File: config.mk
export PLATFORM = sky130hd
export DESIGN_NAME = x_mult_resp
export DESIGN_NICKNAME = d
export VERILOG_FILES = /design/src/rtl/x_mult_resp_pkg.sv /design/src/rtl/x_mult_resp_fifo.sv /design/src/rtl/x_mult_resp.sv
export SDC_FILE = /design/constraint.sdc
export NUM_CORES = 1
export LEC_CHECK = 0
export CELL_PAD_IN_SITES_DETAIL_PLACEMENT = 1
export CELL_PAD_IN_SITES_GLOBAL_PLACEMENT = 1
export CORE_MARGIN = 2
export CORE_UTILIZATION = 45
export DETAILED_ROUTE_END_ITERATION = 8
export DONT_BUFFER_PORTS = 1
export GPL_ROUTABILITY_DRIVEN = 1
export PLACE_DENSITY = 0.72
export SYNTH_ARGS = -nofsm -noshare
export SYNTH_HDL_FRONTEND = slang
export SYNTH_HIERARCHICAL = 1
export SYNTH_SLANG_ARGS = --single-unit
export TNS_END_PERCENT = 50
File: constraint.sdc
create_clock -name clk -period 3.7 [get_ports clk]
set_input_delay 0.37 -clock clk [delete_from_list [all_inputs] [get_ports clk]]
set_output_delay 0.37 -clock clk [all_outputs]
set_load 0.05 [all_outputs]
File: src/rtl/x_mult_resp_pkg.sv
// x_mult_resp_pkg
// Shared defaults and result-record layout for the multiplier response path.
// The result queue stores one packed record per product, laid out from MSB
// to LSB as {data[WIDTH-1:0], ovf, tag[TAG_W-1:0]}. The helpers below give
// the record width and field offsets for any WIDTH/TAG_W combination.
package x_mult_resp_pkg;

    localparam int X_WIDTH   = 32;
    localparam int X_TAG_W   = 5;
    localparam int X_LATENCY = 2;
    localparam int X_DEPTH   = 2;

    // Total bits in one result record.
    function automatic int rec_width(input int width, input int tag_w);
        return width + 1 + tag_w;
    endfunction

    // Bit position of the overflow flag; the tag occupies the bits below it.
    function automatic int rec_ovf_pos(input int tag_w);
        return tag_w;
    endfunction

    // LSB of the data field, directly above the overflow flag.
    function automatic int rec_data_lsb(input int tag_w);
        return tag_w + 1;
    endfunction

endpackage

File: src/rtl/x_mult_resp_fifo.sv
// x_mult_resp_fifo
// Small synchronous FIFO with registered storage. The head entry is always
// presented on dout straight from a flop. Pointers wrap modulo D, so D does
// not have to be a power of two.
// Ports:
//   clk    in   rising-edge clock
//   clrn   in   asynchronous active-low reset (clears storage and pointers)
//   push   in   write din this cycle (ignored when full unless popping too)
//   din    in   W-bit write data
//   pop    in   drop the head entry this cycle (ignored when empty)
//   dout   out  W-bit head entry
//   full   out  D entries held
//   empty  out  no entries held
//   count  out  number of entries held
module x_mult_resp_fifo
    import x_mult_resp_pkg::*;
#(
    parameter int W = 8,
    parameter int D = 2
) (
    input  logic                     clk,
    input  logic                     clrn,
    input  logic                     push,
    input  logic [W-1:0]             din,
    input  logic                     pop,
    output logic [W-1:0]             dout,
    output logic                     full,
    output logic                     empty,
    output logic [$clog2(D+1)-1:0]   count
);

    localparam int PW = (D > 1) ? $clog2(D) : 1;
    localparam int CW = $clog2(D + 1);

    logic [W-1:0]  mem_q [D];
    logic [W-1:0]  mem_d [D];
    logic [PW-1:0] wr_ptr_q, wr_ptr_d;
    logic [PW-1:0] rd_ptr_q, rd_ptr_d;
    logic [CW-1:0] count_q, count_d;
    logic          do_write;
    logic          do_read;

    function automatic logic [PW-1:0] ptr_inc(input logic [PW-1:0] p);
        return (p == PW'(D - 1)) ? '0 : p + 1'b1;
    endfunction

    assign empty = (count_q == '0);
    assign full  = (count_q == CW'(D));
    assign count = count_q;
    assign dout  = mem_q[rd_ptr_q];

    // A push into a full FIFO is only taken when the head leaves in the same
    // cycle; in that case the write lands in the slot being vacated.
    always_comb begin
        do_read  = pop && !empty;
        do_write = push && (!full || do_read);
        mem_d    = mem_q;
        wr_ptr_d = wr_ptr_q;
        rd_ptr_d = rd_ptr_q;
        count_d  = count_q;
        if (do_write) begin
            mem_d[wr_ptr_q] = din;
            wr_ptr_d        = ptr_inc(wr_ptr_q);
        end
        if (do_read) begin
            rd_ptr_d = ptr_inc(rd_ptr_q);
        end
        unique case ({do_write, do_read})
            2'b10:   count_d = count_q + 1'b1;
            2'b01:   count_d = count_q - 1'b1;
            default: count_d = count_q;
        endcase
    end

    always_ff @(posedge clk or negedge clrn) begin
        if (!clrn) begin
            for (int i = 0; i < D; i++) begin
                mem_q[i] <= '0;
            end
            wr_ptr_q <= '0;
            rd_ptr_q <= '0;
            count_q  <= '0;
        end else begin
            mem_q    <= mem_d;
            wr_ptr_q <= wr_ptr_d;
            rd_ptr_q <= rd_ptr_d;
            count_q  <= count_d;
        end
    end

endmodule

File: src/rtl/x_mult_resp.sv
// x_mult_resp
// Receiving end of the multiplier's fixed-latency valid delay line.
// Issue side hands out credits so that in-flight plus queued ops never exceed
// DEPTH. Result side pairs each emerging product with the oldest outstanding
// tag, flags signed-WIDTH overflow and queues the record for writeback, so
// the non-stallable multiplier never loses a product.
// Ports:
//   clk          in   rising-edge clock
//   clrn         in   asynchronous active-low reset
//   issue_valid  in   decode requests a multiply
//   issue_ready  out  credit available (accept = valid && ready)
//   issue_tag    in   destination tag of the issuing op
//   mul_valid    in   delayed valid from the delay line
//   mul_product  in   2*WIDTH signed product qualified by mul_valid
//   res_valid    out  a result is at the queue head
//   res_ready    in   writeback consumes the head this cycle
//   res_data     out  low WIDTH bits of the head product
//   res_ovf      out  head product does not fit in signed WIDTH
//   res_tag      out  tag of the head result
//   busy         out  any op in flight or queued
//   proto_err    out  sticky: mul_valid arrived with no outstanding tag
module x_mult_resp
    import x_mult_resp_pkg::*;
#(
    parameter int WIDTH   = X_WIDTH,
    parameter int LATENCY = X_LATENCY,
    parameter int DEPTH   = X_DEPTH,
    parameter int TAG_W   = X_TAG_W
) (
    input  logic               clk,
    input  logic               clrn,
    input  logic               issue_valid,
    output logic               issue_ready,
    input  logic [TAG_W-1:0]   issue_tag,
    input  logic               mul_valid,
    input  logic [2*WIDTH-1:0] mul_product,
    output logic               res_valid,
    input  logic               res_ready,
    output logic [WIDTH-1:0]   res_data,
    output logic               res_ovf,
    output logic [TAG_W-1:0]   res_tag,
    output logic               busy,
    output logic               proto_err
);

    localparam int REC_W    = rec_width(WIDTH, TAG_W);
    localparam int OVF_POS  = rec_ovf_pos(TAG_W);
    localparam int DATA_LSB = rec_data_lsb(TAG_W);
    localparam int OW       = $clog2(DEPTH + 1);
    localparam int MW       = $clog2(LATENCY + 1);

    logic [MW-1:0]    mask_cnt_q, mask_cnt_d;
    logic [OW-1:0]    out_cnt_q, out_cnt_d;
    logic             proto_err_q, proto_err_d;

    logic             mask_done;
    logic             accept;
    logic             res_pop;
    logic             mul_live;
    logic             tag_pop;
    logic             tag_empty;
    logic             tag_full;
    logic [OW-1:0]    tag_count;
    logic [TAG_W-1:0] tag_head;
    logic             res_empty;
    logic             res_full;
    logic [OW-1:0]    res_count;
    logic [REC_W-1:0] res_head;
    logic [REC_W-1:0] res_din;
    logic [WIDTH:0]   prod_hi;
    logic             prod_ovf;

    // The delay line keeps whatever it held across reset, so for LATENCY
    // cycles after release its valids belong to ops from before reset.
    assign mask_done   = (mask_cnt_q == '0);
    assign issue_ready = mask_done && (out_cnt_q < OW'(DEPTH));
    assign accept      = issue_valid && issue_ready;
    assign mul_live    = mul_valid && mask_done;
    assign tag_pop     = mul_live && !tag_empty;
    assign res_valid   = !res_empty;
    assign res_pop     = res_valid && res_ready;

    // The product fits in signed WIDTH only when the top WIDTH+1 bits are a
    // pure sign extension.
    assign prod_hi  = mul_product[2*WIDTH-1:WIDTH-1];
    assign prod_ovf = !((&prod_hi) || !(|prod_hi));
    assign res_din  = {mul_product[WIDTH-1:0], prod_ovf, tag_head};

    assign res_data  = res_valid ? res_head[DATA_LSB +: WIDTH] : '0;
    assign res_ovf   = res_valid ? res_head[OVF_POS] : 1'b0;
    assign res_tag   = res_valid ? res_head[TAG_W-1:0] : '0;
    assign busy      = (out_cnt_q != '0);
    assign proto_err = proto_err_q;

    always_comb begin
        mask_cnt_d  = mask_done ? mask_cnt_q : mask_cnt_q - 1'b1;
        out_cnt_d   = out_cnt_q;
        proto_err_d = proto_err_q | (mul_live && tag_empty);
        unique case ({accept, res_pop})
            2'b10:   out_cnt_d = out_cnt_q + 1'b1;
            2'b01:   out_cnt_d = out_cnt_q - 1'b1;
            default: out_cnt_d = out_cnt_q;
        endcase
    end

    always_ff @(posedge clk or negedge clrn) begin
        if (!clrn) begin
            mask_cnt_q  <= MW'(LATENCY);
            out_cnt_q   <= '0;
            proto_err_q <= 1'b0;
        end else begin
            mask_cnt_q  <= mask_cnt_d;
            out_cnt_q   <= out_cnt_d;
            proto_err_q <= proto_err_d;
        end
    end

    x_mult_resp_fifo #(
        .W (TAG_W),
        .D (DEPTH)
    ) u_tag_q (
        .clk   (clk),
        .clrn  (clrn),
        .push  (accept),
        .din   (issue_tag),
        .pop   (tag_pop),
        .dout  (tag_head),
        .full  (tag_full),
        .empty (tag_empty),
        .count (tag_count)
    );

    x_mult_resp_fifo #(
        .W (REC_W),
        .D (DEPTH)
    ) u_res_q (
        .clk   (clk),
        .clrn  (clrn),
        .push  (tag_pop),
        .din   (res_din),
        .pop   (res_pop),
        .dout  (res_head),
        .full  (res_full),
        .empty (res_empty),
        .count (res_count)
    );

    // Every outstanding op is either waiting for its product (tag queue) or
    // waiting for writeback (result queue); credits keep both from overflowing.
    assert property (@(posedge clk) disable iff (!clrn)
        ({1'b0, out_cnt_q} == ({1'b0, tag_count} + {1'b0, res_count})));
    assert property (@(posedge clk) disable iff (!clrn)
        !(accept && tag_full));
    assert property (@(posedge clk) disable iff (!clrn)
        !(tag_pop && res_full && !res_pop));

endmodule

==> run summary <==
• complete, no violations — status
• 0 — final antenna-violating net count
• 38 — row cnt
• 3.33 ns — CP Data Required Time
• 0.959 ns — fin worst setup slack
• 0.36 ns — insertion delay to the later sink of the worst-skew pair
• 0 — final setup violating endpoints
• mux2_2 -> nor2b_1 — crit-path cells
• no — unrepaired setup endpoints after global routing
• 100 — pin count of the biggest net entering global routing
• 10100 um — WL final
• 365 MHz — maximum frequency from static timing analysis
• 1.28 ns — dpl ws
• 0 — Max Slew Vio Count
• 355 — post-synthesis instance total
• 10.7% — synth-to-layout area growth
• 0 ns — final-layout setup total negative slack
• 0.09 ns — clock slew at reported path FFs
• 3 — total number of H-tree levels
• output port — Crit. End Element
• 0 — count of buffers from port buffering
• 0.0108 mm2 — Floorplan Core Area
• u_res_q/count[1] — RR Endpoint
• input port to register — type of the tightest min-delay check
• 0 — Remaining DRCs
• 0.184 — global-route total usage across every layer
• sky130_fd_sc_hd__clkbuf_8 — Root Driver
• 16500 um — first-pass GRT wire length
• register — critical path startpoint category
• 6 — number of synthesis warnings
• 0 — Final Hold Viols
• flip-flops — Crit path max-delay family
• 6710 um — detailed placement HPWL
• 19.5 um — average wire per cell in the routed design
• 0.361 — Slew Limit Headroom
• 0 — number of buffer and inverter instances along the worst setup path
• sky130_fd_sc_hd__dfrtp_2 — master of the slowest instance on the critical path
• 71 — DR iter-0 viols
• 0 — count of instances resized after the clock tree is built
• 0.00744 ns — clock skew
• 0 — number of antenna violations at the first check in global routing
• 99 — sink count of the clock tree
• 0.458 — effective utilization at floorplan
• 451 — nets
• 0.0118 mm2 — area of the die
• 109 um — die boundary width
• 1 — cell count of the worst hold path
• 0.93 ns — delay of the slowest cell on the worst path
• 0.741 — routability congestion estimate from global placement
• 0 — GRT overflow
• 2823 — total vias in the final route
• 2 — number of buffers on the longest clock path
• 2.74 ns — Min Clock Period, post-route
• 433 — net count after synthesis
• 0 — max-cap check violation count
• 13.9 um2 — average size of a mapped cell
• 0.00494 mm2 — synthesized area
• 2 — hold-fix buffers at CTS
• 4 — router iterations before antenna repair
• 2.37 ns — data arrival time at the worst-slack endpoint
• 109 um — die height
• 0.741 — share of the clock period used by the worst path after layout
• 5.45 — vias per std cell
• u_tag_q/mem_q[7] — worst hold endpoint
• issue_tag[2] — critical hold path startpoint
• register to output port — Crit Path Category
• 9 — CTS Buf Count
• 32 — largest driver fanout on the critical path
• done — CTS tree
• u_res_q/count[0] — launch instance of the worst register-to-register path
• 0 — count of antenna diodes in the layout
• 3197 — via count of the first global-routing pass
• 116 — I/O pins
• 8 — count of cells along the worst register-to-register path
• 1.31 ns — register-to-register setup slack
• 0 — setup bufs post-CTS
• 0.957 ns — Least-Margin Pin Slew
• 0.463 — share of layout cells above drive strength 1
==> worst max path at each step <==
| stage | startpoint | to | cells past startpoint |
|---|---|---|---|
| after floorplan | mask_cnt_q[0] | u_tag_q/mem_q[6] | 7 |
| after global placement | mask_cnt_q[0] | u_res_q/mem_q[47] | 7 |
| after detailed placement | u_res_q/count[0] | u_res_q/count[1] | 8 |
| after CTS | u_res_q/rd_ptr_q | res_data[27] | 2 |
| after global routing | u_res_q/rd_ptr_q | res_data[27] | 2 |
| final | u_res_q/rd_ptr_q | res_data[27] | 2 |
==> area by class of cell <==
class / instances / area [um2]
clock buffer: 12 / 145
tap: 140 / 175
clock inverter: 4 / 97.6
sequential: 99 / 2480
inverter: 4 / 15.0
multi-input combinational: 235 / 2360
timing repair buffer: 24 / 203
fill: 1082 / 5320
==> cell usage in the layout (no fill, tap or decap), drive strengths merged, types with 2 or more instances in the layout <==
cell type,instances
nor2,9
buf,23
nor2b,42
nor3b,4
clkbuf,12
nand2b,2
mux2,129
nand4,9
ha,4
xnor2,9
nor4,9
nand2,6
bufinv,3
inv,4
xor2,5
dfrtp,98
==> layer usage <==
metal | routed length (um) | global-route usage | vias to the layer above | part of all wire
met5 | 0 | 0 | - | 0
met4 | 121 | 0.0559 | 0 | 0.012
met2 | 5130 | 0.316 | 89 | 0.51
met3 | 609 | 0.0520 | 9 | 0.060
met1 | 4260 | 0.226 | 1448 | 0.42
li1 | - | - | 1277 | -
==> state kept, by name, indices dropped and copies added (netlist names), 2 cells and up <==
name,cells
u_res_q/count,2
u_res_q/mem_q,76
u_tag_q/count,2
mask_cnt_q,2
out_cnt_q,2
u_tag_q/mem_q,10
==> worst reg2reg max path: stages (launching register included) <==
cell,delay [ns]
sky130_fd_sc_hd__dfrtp_1,0.48
sky130_fd_sc_hd__nor2_4,0.44
sky130_fd_sc_hd__nor2b_1,0.20
sky130_fd_sc_hd__nor3b_2,0.41
sky130_fd_sc_hd__nand2b_1,0.22
sky130_fd_sc_hd__ha_1,0.18
sky130_fd_sc_hd__xnor2_1,0.14
sky130_fd_sc_hd__nor2_1,0.07
sky130_fd_sc_hd__xor2_1,0.14
==> metrics by stage <==
stage | std cells | util | cell area, um2 | hold WS (ns)
after global placement | 500 | 0.481 | 5190 | 0.0773
after global routing | 518 | 0.507 | 5470 | 0.109
after CTS | 518 | 0.507 | 5470 | 0.113
final | 518 | 0.507 | 5470 | 0.133
after floorplan | 355 | - | 4940 | 0.0744
after detailed placement | 500 | 0.481 | 5190 | 0.0766
Power is left out: the tool's default activity adds up to more than one toggle a clock period on the data nets, which glitch-free logic cannot reach.
